File: src/rtl/decodec_code_gen_pkg.sv
// Shared definitions for the code generator and its key filters.
// Code width must match the select input of decodec_3_8.
package decodec_code_gen_pkg;

  localparam int CODE_W = 3;

  typedef enum logic [1:0] {
    IDLE    = 2'd0,
    FILT_DN = 2'd1,
    DOWN    = 2'd2,
    FILT_UP = 2'd3
  } deb_state_t;

endpackage

File: src/rtl/key_filter.sv
// Debounces one active-low key and emits a 1-clock pulse per accepted press.
// Latency: pulse DEB_CNT+3 clocks after the raw falling edge (2 sync + DEB_CNT+1 filter).
// Backpressure: none; the key is sampled every clock.
module key_filter #(
  parameter int DEB_CNT = 999_999
) (
  input  logic Clk,
  input  logic Rst_n,
  input  logic key_n,
  output logic key_press
);
  import decodec_code_gen_pkg::*;

  localparam int DW = (DEB_CNT > 0) ? $clog2(DEB_CNT + 1) : 1;
  localparam logic [DW-1:0] DEB_LAST = DW'(DEB_CNT);

  logic          key_s1;
  logic          key_s2;
  deb_state_t    state;
  logic [DW-1:0] cnt;

  // The transition edge into a filter state is itself the first stable sample,
  // so the count resumes at 1 and the level is held DEB_CNT+1 samples in total.
  always_ff @(posedge Clk or negedge Rst_n) begin
    if (!Rst_n) begin
      key_s1    <= 1'b1;
      key_s2    <= 1'b1;
      state     <= IDLE;
      cnt       <= '0;
      key_press <= 1'b0;
    end else begin
      key_s1    <= key_n;
      key_s2    <= key_s1;
      key_press <= 1'b0;
      case (state)
        IDLE: begin
          if (!key_s2) begin
            if (DEB_CNT == 0) begin
              state     <= DOWN;
              key_press <= 1'b1;
            end else begin
              state <= FILT_DN;
              cnt   <= DW'(1);
            end
          end
        end
        FILT_DN: begin
          if (key_s2) begin
            state <= IDLE;
            cnt   <= '0;
          end else if (cnt == DEB_LAST) begin
            state     <= DOWN;
            cnt       <= '0;
            key_press <= 1'b1;
          end else begin
            cnt <= cnt + DW'(1);
          end
        end
        DOWN: begin
          if (key_s2) begin
            if (DEB_CNT == 0) begin
              state <= IDLE;
            end else begin
              state <= FILT_UP;
              cnt   <= DW'(1);
            end
          end
        end
        FILT_UP: begin
          if (!key_s2) begin
            state <= DOWN;
            cnt   <= '0;
          end else if (cnt == DEB_LAST) begin
            state <= IDLE;
            cnt   <= '0;
          end else begin
            cnt <= cnt + DW'(1);
          end
        end
        default: begin
          state <= IDLE;
          cnt   <= '0;
        end
      endcase
    end
  end

endmodule

File: src/rtl/decodec_code_gen.sv
// Steps a 3-bit select code for decodec_3_8 every CNT_MAX+1 clocks, up or down, with run/pause keys.
// Latency: code and step_pulse registered; key presses act one clock after their filter pulse.
// Backpressure: none; outputs are free-running levels.
module decodec_code_gen #(
  parameter int CNT_MAX = 24_999_999,
  parameter int DEB_CNT = 999_999
) (
  input  logic Clk,
  input  logic Rst_n,
  input  logic key_run_n,
  input  logic key_dir_n,
  output logic a,
  output logic b,
  output logic c,
  output logic step_pulse,
  output logic running
);
  import decodec_code_gen_pkg::*;

  localparam int CW = (CNT_MAX > 0) ? $clog2(CNT_MAX + 1) : 1;
  localparam logic [CW-1:0] CNT_LAST = CW'(CNT_MAX);

  logic              run_press;
  logic              dir_press;
  logic              dir_down;
  logic [CW-1:0]     cnt;
  logic [CODE_W-1:0] code;

  key_filter #(.DEB_CNT(DEB_CNT)) u_run (
    .Clk       (Clk),
    .Rst_n     (Rst_n),
    .key_n     (key_run_n),
    .key_press (run_press)
  );

  key_filter #(.DEB_CNT(DEB_CNT)) u_dir (
    .Clk       (Clk),
    .Rst_n     (Rst_n),
    .key_n     (key_dir_n),
    .key_press (dir_press)
  );

  // Step decisions use the pre-edge running/dir, so a coincident press
  // never cancels or redirects the step already due on this edge.
  always_ff @(posedge Clk or negedge Rst_n) begin
    if (!Rst_n) begin
      running    <= 1'b1;
      dir_down   <= 1'b0;
      cnt        <= '0;
      code       <= '0;
      step_pulse <= 1'b0;
    end else begin
      if (run_press) running  <= ~running;
      if (dir_press) dir_down <= ~dir_down;
      if (running) begin
        if (cnt == CNT_LAST) begin
          cnt        <= '0;
          code       <= dir_down ? code - CODE_W'(1) : code + CODE_W'(1);
          step_pulse <= 1'b1;
        end else begin
          cnt        <= cnt + CW'(1);
          step_pulse <= 1'b0;
        end
      end else begin
        cnt        <= '0;
        step_pulse <= 1'b0;
      end
    end
  end

  assign {a, b, c} = code;

endmodule

File: config.mk
export PLATFORM = sky130hd
export DESIGN_NAME = decodec_code_gen
export DESIGN_NICKNAME = d
export VERILOG_FILES = /design/src/rtl/decodec_code_gen_pkg.sv /design/src/rtl/key_filter.sv /design/src/rtl/decodec_code_gen.sv
export SDC_FILE = /design/constraint.sdc
export NUM_CORES = 1
export LEC_CHECK = 0
export ABC_AREA = 1
export CORE_MARGIN = 1
export CORE_UTILIZATION = 55
export DETAILED_ROUTE_END_ITERATION = 10
export PLACE_DENSITY = 0.68
export SYNTH_ARGS = -nofsm -noshare
export SYNTH_HDL_FRONTEND = slang
export SYNTH_SLANG_ARGS = --single-unit
File: constraint.sdc
create_clock -name Clk -period 2.7 [get_ports Clk]
set_input_delay 0.54 -clock Clk [delete_from_list [all_inputs] [get_ports Clk]]
set_output_delay 0.54 -clock Clk [all_outputs]
set_load 0.02 [all_outputs]
==> results.toml, run 1 <==
[floorplanning]
pin_count = 9
row_count = 34
coreArea_um2 = 8720
dieArea_um2 = 9400
die_w_um = 97.0
fp.dieH_um = 97.0
start_util_pct = 56.9

[worst_setup_path]
critPathLaunchType = "register"
worstPathMaxFanout = 14
crit_path_top_delay_cell = "dfstp_2"
worst_setup_path_end_kind = "primary output"
arrival_ns = 1.75
crit_required_ns = 2.16
path_cells = "clkdlybuf4s50_1"
rr_startpoint = "cnt[0]"
cp_num_buf_inv = 1
cp_top_family = "flip-flops"
worstSetupStartpoint = "running"
critical_path_class = "reg2out"
slowest_delay_ns = 0.72

[synthesis]
synthesis.nets = 710
ys_seq_elements = 81
synth_top_family_by_area = "simple AND/OR/NAND/NOR gates"
ys.flop_type = "dfrtp_1"
ys.warnings.count = 0
synthAdderAreaFrac_pct = 1.16
synth_edf_count = 0
async_reset_ff_share_pct = 100
synth_cells = 702
synthesis.area_um2 = 4960
synth_largest_area_cell = "dfrtp_1"
synth_simple_gate_area_share_pct = 42.3
synth_xor_area_share_pct = 4.06
synthTopCellsByArea = "dfrtp_1 (38%), nand2_1 (17%), nor2_1 (9.0%), inv_1 (5.6%), nand3_1 (5.2%)"
synth.distinct_cells = 39
avgSynthCellArea_um2 = 7.06
synth-compound-area-share_pct = 5.00
ys_seq_area_share_pct = 41.0
muxShareOfSynthArea_pct = 0
synth_top_cell_area_share_pct = 38.4
yosysMostFrequentCell = "nand2_1"
ys_top_cells_by_count = "nand2_1 (228), nor2_1 (119), dfrtp_1 (76)"

[timing]
finalCritPeriodShare_pct = 85.0
timing.fmax_mhz = 436
fin_setup_tns_ns = 0
finalClockSkew_ns = 0.0141
hold_ws_ns = 0.134
min_period_ns = 2.29
drv_slew = 0
max_slew.worst_pin.slew_ns = 0.529
hold_violations = 0
rsz0062_at_grt = "false"
finalSetupViolations = 0
fin_ws_ns = 0.405
slew_headroom_pct = 64.7

[final_layout]
fill_cells = 794
final_nets = 724
stdcell_count = 829
areaGrowthSynthToFinish_pct = 8.15
drive_gt1_share_pct = 8.74
antenna_cells = 0

[placed_design]
routabilityCongestion = 0.946
dp_hpwl_um = 8000
placement.io_buffers = 8
dp.cells = 813
post-place-ws_ns = 0.812

[clock_network]
post-cts-setup-buffer-count = 0
cts_tree = "built"
clkTransAtPathRegs_ns = 0.10
hold_buffers = 0
clock_path_buffers = 2
htreeDepth = 3
cts-root-buf = "clkbuf_8"
clk_latency_ns = 0.37
numCtsBuffers = 9
clock-sinks = 81
cts_resized = 0

[routing]
drtIter0Drc = 254
route.vias.total = 4365
viasPerCell = 5.27
dr.pass1.iters = 6
postRouteAntennaNets = 0
drc_errors = 0
avgRoutedWirePerCell_um = 13.0
drt_wl_total_um = 10800

[pwr]
peakVddDrop_mv = 0.351
leakage_nw = 2.20
p_per_area_nw_per_um2 = 511

[outcome]
outcome = "complete, no violations"

[run]
maxCapViolations = 0

[global_routing]
grt_pass1_wl_um = 18800
grt_util_all_layers_pct = 24.8
antenna_found_initial = 0
globalRouteOverflowTotal = 0
grt_max_degree = 43
grt_pass1_vias = 4097

[min_path]
hold_path_class = "in2async"
## worst paths after layout
| kind | slack (ns) | endpoint | depth (start not counted) |
|---|---|---|---|
| worst min-delay path | 0.13 | cnt[10] | 1 |
| min in group Clk | 0.36 | u_dir.key_s2 | 0 |
| worst max-delay path | 0.41 | running | 1 |
| max in group asynchronous | 1.89 | u_run.key_s2 | 2 |
| worst max register to register | 0.94 | cnt[22] | 8 |
| worst min register to register | 0.36 | u_dir.key_s2 | 0 |
## area by class of cell
cell class	instances	area (um2)	area share, %
multi-input cells	540	2600	48.6
flip-flops and latches	81	2030	37.9
inverters	75	282	5.25
clock buffers	10	138	2.57
well taps	108	135	2.52
repair buffers	9	97.6	1.82
clock inverters	6	73.8	1.38
## power breakdown
part	leakage (nW)	total (mW)	switching, mW	internal [mW]
registers	1.10	1.36	0.0854	1.28
clock network	0.101	0.970	0.504	0.466
logic	1.00	0.406	0.286	0.120
## through the flow
step	total power, mW	instance area [um2]	utilization, %
after CTS	2.77	5360	61.5
after detailed placement	1.80	5150	59.1
after global placement	1.77	5150	59.1
final	2.74	5360	61.5
after floorplan	1.68	4960	-
after global routing	2.87	5360	61.5
## layer usage
| metal | up-vias | global-route usage [%] | wire (um) |
|---|---|---|---|
| li1 | 2249 | - | - |
| met1 | 2013 | 34.1 | 5120 |
| met2 | 83 | 39.8 | 4970 |
| met3 | 20 | 3.25 | 430 |
| met4 | 0 | 9.99 | 231 |
| met5 | - | 0 | 0 |
## logic make-up after synthesis
group	after synthesis
flip-flops	81
AO/OA/AOI/OAI	41
AND/OR/NAND/NOR	472
XOR/XNOR	23
buffers and inverters	81
adder cells (fa/ha/maj)	4
## sequential cells by signal, indices dropped and copies added, names as in the netlist, named ones only
signal,count
u_dir.state,1
u_run.cnt,20
dir_down,1
code,3
u_dir.key_press,1
cnt,25
u_run.key_s1,1
u_dir.key_s2,1
step_pulse,1
running,1
u_dir.cnt,20
u_dir.key_s1,1
u_run.key_s2,1
u_run.state,1
u_run.key_press,1
## placed cells by master (no fill, tap or decap), types with 5 or more instances in the layout
| master | instances |
|---|---|
| nand2_1 | 228 |
| a21oi_1 | 5 |
| nand3_1 | 52 |
| inv_1 | 74 |
| nor2_2 | 13 |
| nor2_1 | 119 |
| xnor2_1 | 9 |
| xor2_1 | 14 |
| nor2_4 | 11 |
| nor3_1 | 8 |
| nand4_1 | 20 |
| o21ai_0 | 12 |
| clkdlybuf4s50_1 | 7 |
| o22ai_1 | 8 |
| o21ai_1 | 7 |
| nand2_2 | 9 |
| dfstp_2 | 5 |
| clkbuf_8 | 10 |
| dfrtp_1 | 76 |
(Power assumes the default switching activity.)
==> inputs of run 2 (changes only) <==
Clock period 2.7 ns to 2.3 ns, I/O delays scaled along.
==> run 2 against run 1 <==
Clock power rose by 24%. Total power is 20% higher. Critical path depth stayed put. Flip-flop and latch count stayed put. Global-route usage grew 0.31 points. Critical path type unchanged. Combinational power rose by 22%. Cell count up 0.36%. Sequential power rose by 18%. Non-clock buffer count up 3. Register-to-register slack got worse by 0.35 ns. Clock-buffer cell count grew 1.
==> results.toml, run 2 (synthesis results as in run 1) <==
[outcome]
outcome = "complete, no violations"

[clock_network]
post-cts-setup-buffer-count = 0
numCtsBuffers = 9
cts_tree = "built"
cts_resized = 0
clk_latency_ns = 0.35
hold_buffers = 0
clock-sinks = 81
clkTransAtPathRegs_ns = 0.09
clock_path_buffers = 2
cts-root-buf = "clkbuf_8"
htreeDepth = 3

[routing]
drtIter0Drc = 262
postRouteAntennaNets = 0
dr.pass1.iters = 5
avgRoutedWirePerCell_um = 13.3
viasPerCell = 5.27
drc_errors = 0
route.vias.total = 4387
drt_wl_total_um = 11100

[worst_setup_path]
slowest_delay_ns = 0.60
critical_path_class = "reg2out"
crit_path_top_delay_cell = "clkdlybuf4s50_1"
critPathLaunchType = "register"
path_cells = "clkdlybuf4s50_1"
crit_required_ns = 1.84
cp_num_buf_inv = 1
cp_top_family = "buffers and inverters"
arrival_ns = 1.47
worstPathMaxFanout = 2
worst_setup_path_end_kind = "primary output"

[timing]
timing.fmax_mhz = 517
hold_violations = 0
fin_setup_tns_ns = 0
fin_ws_ns = 0.365
finalClockSkew_ns = 0.00931
min_period_ns = 1.93
hold_ws_ns = 0.0971
slew_headroom_pct = 60.3
finalCritPeriodShare_pct = 84.1
finalSetupViolations = 0
max_slew.worst_pin.slew_ns = 0.595
rsz0062_at_grt = "false"
drv_slew = 0

[final_layout]
stdcell_count = 832
mostFrequentLayoutCell = "nand2_1"
final_nets = 727
most-common-layout-cells = "nand2_1 (228), nor2_1 (119), dfrtp_1 (76)"
drive_gt1_share_pct = 8.98
largest_reg_flops = 25
areaGrowthSynthToFinish_pct = 8.93
fill_cells = 796
top_regs = "cnt x25, u_dir.cnt x20, u_run.cnt x20"
antenna_cells = 0
largest_register = "cnt"

[floorplanning]
pin_count = 9
coreArea_um2 = 8720
start_util_pct = 56.9
row_count = 34
die_w_um = 97.0
fp.dieH_um = 97.0
dieArea_um2 = 9400

[global_routing]
grt-busiest-layer = "met2"
use_met2_pct = 41.0
grt_pass1_vias = 4164
grt_max_degree = 46
grt_util_all_layers_pct = 25.1
met3_usage_pct = 4.26
grt_pass1_wl_um = 19200
globalRouteOverflowTotal = 0
antenna_found_initial = 0
grt_util_met1_pct = 34.4

[pwr]
leakage_nw = 2.23
peakVddDrop_mv = 0.543
p_per_area_nw_per_um2 = 609

[placed_design]
dp_hpwl_um = 8190
routabilityCongestion = 0.887
post-place-ws_ns = 0.607
dp.cells = 816
placement.io_buffers = 8

[run]
maxCapViolations = 0

[min_path]
hold_path_class = "in2async"
run 2: changes by cell type in the layout (fill, tap and decap cells not counted), sizes merged:
cell and change:
buf +3, bufinv +1, clkbuf +1, clkinv +2, clkinvlp -2, inv -2
run 2: cell type report:
| type | count | area, um2 | share of cell area, % |
|---|---|---|---|
| timing repair buffer | 12 | 120 | 2.22 |
| sequential | 81 | 2030 | 37.6 |
| multi-input combinational | 540 | 2600 | 48.2 |
| clock inverter | 5 | 86.3 | 1.60 |
| tap | 108 | 135 | 2.50 |
| clock buffer | 11 | 141 | 2.62 |
| inverter | 75 | 282 | 5.21 |
run 2: power by group:
group	total [mW]	internal [mW]	switching, mW
logic	0.496	0.146	0.350
clock network	1.20	0.650	0.548
registers	1.60	1.50	0.0978
run 2: per-stage QoR:
| step | util (%) | cell area, um2 | total power, mW |
|---|---|---|---|
| 2_1_floorplan | - | 4960 | 1.97 |
| 3_3_place_gp | 59.3 | 5170 | 2.11 |
| 3_5_place_dp | 59.3 | 5170 | 2.12 |
| 4_1_cts | 61.9 | 5400 | 3.31 |
| 5_1_grt | 61.9 | 5400 | 3.47 |
| 6_report | 61.9 | 5400 | 3.29 |
run 2: worst paths after layout:
path | start | to | slack, ns | depth (start not counted)
min | Rst_n | cnt[9] | 0.1 | 1
max in group asynchronous | Rst_n | u_dir.key_s1 | 1.57 | 2
min in group Clk | u_dir.key_s1 | u_dir.key_s2 | 0.36 | 0
max reg2reg | cnt[0] | cnt[22] | 0.59 | 8
min reg2reg | u_dir.key_s1 | u_dir.key_s2 | 0.36 | 0
max | running | running | 0.37 | 1
run 2: layer usage:
metal  share of wire, %  wire, um
met3                5.3       585
met5                  0         0
met2                 46      5100
met1                 47      5260
met4                1.2       132
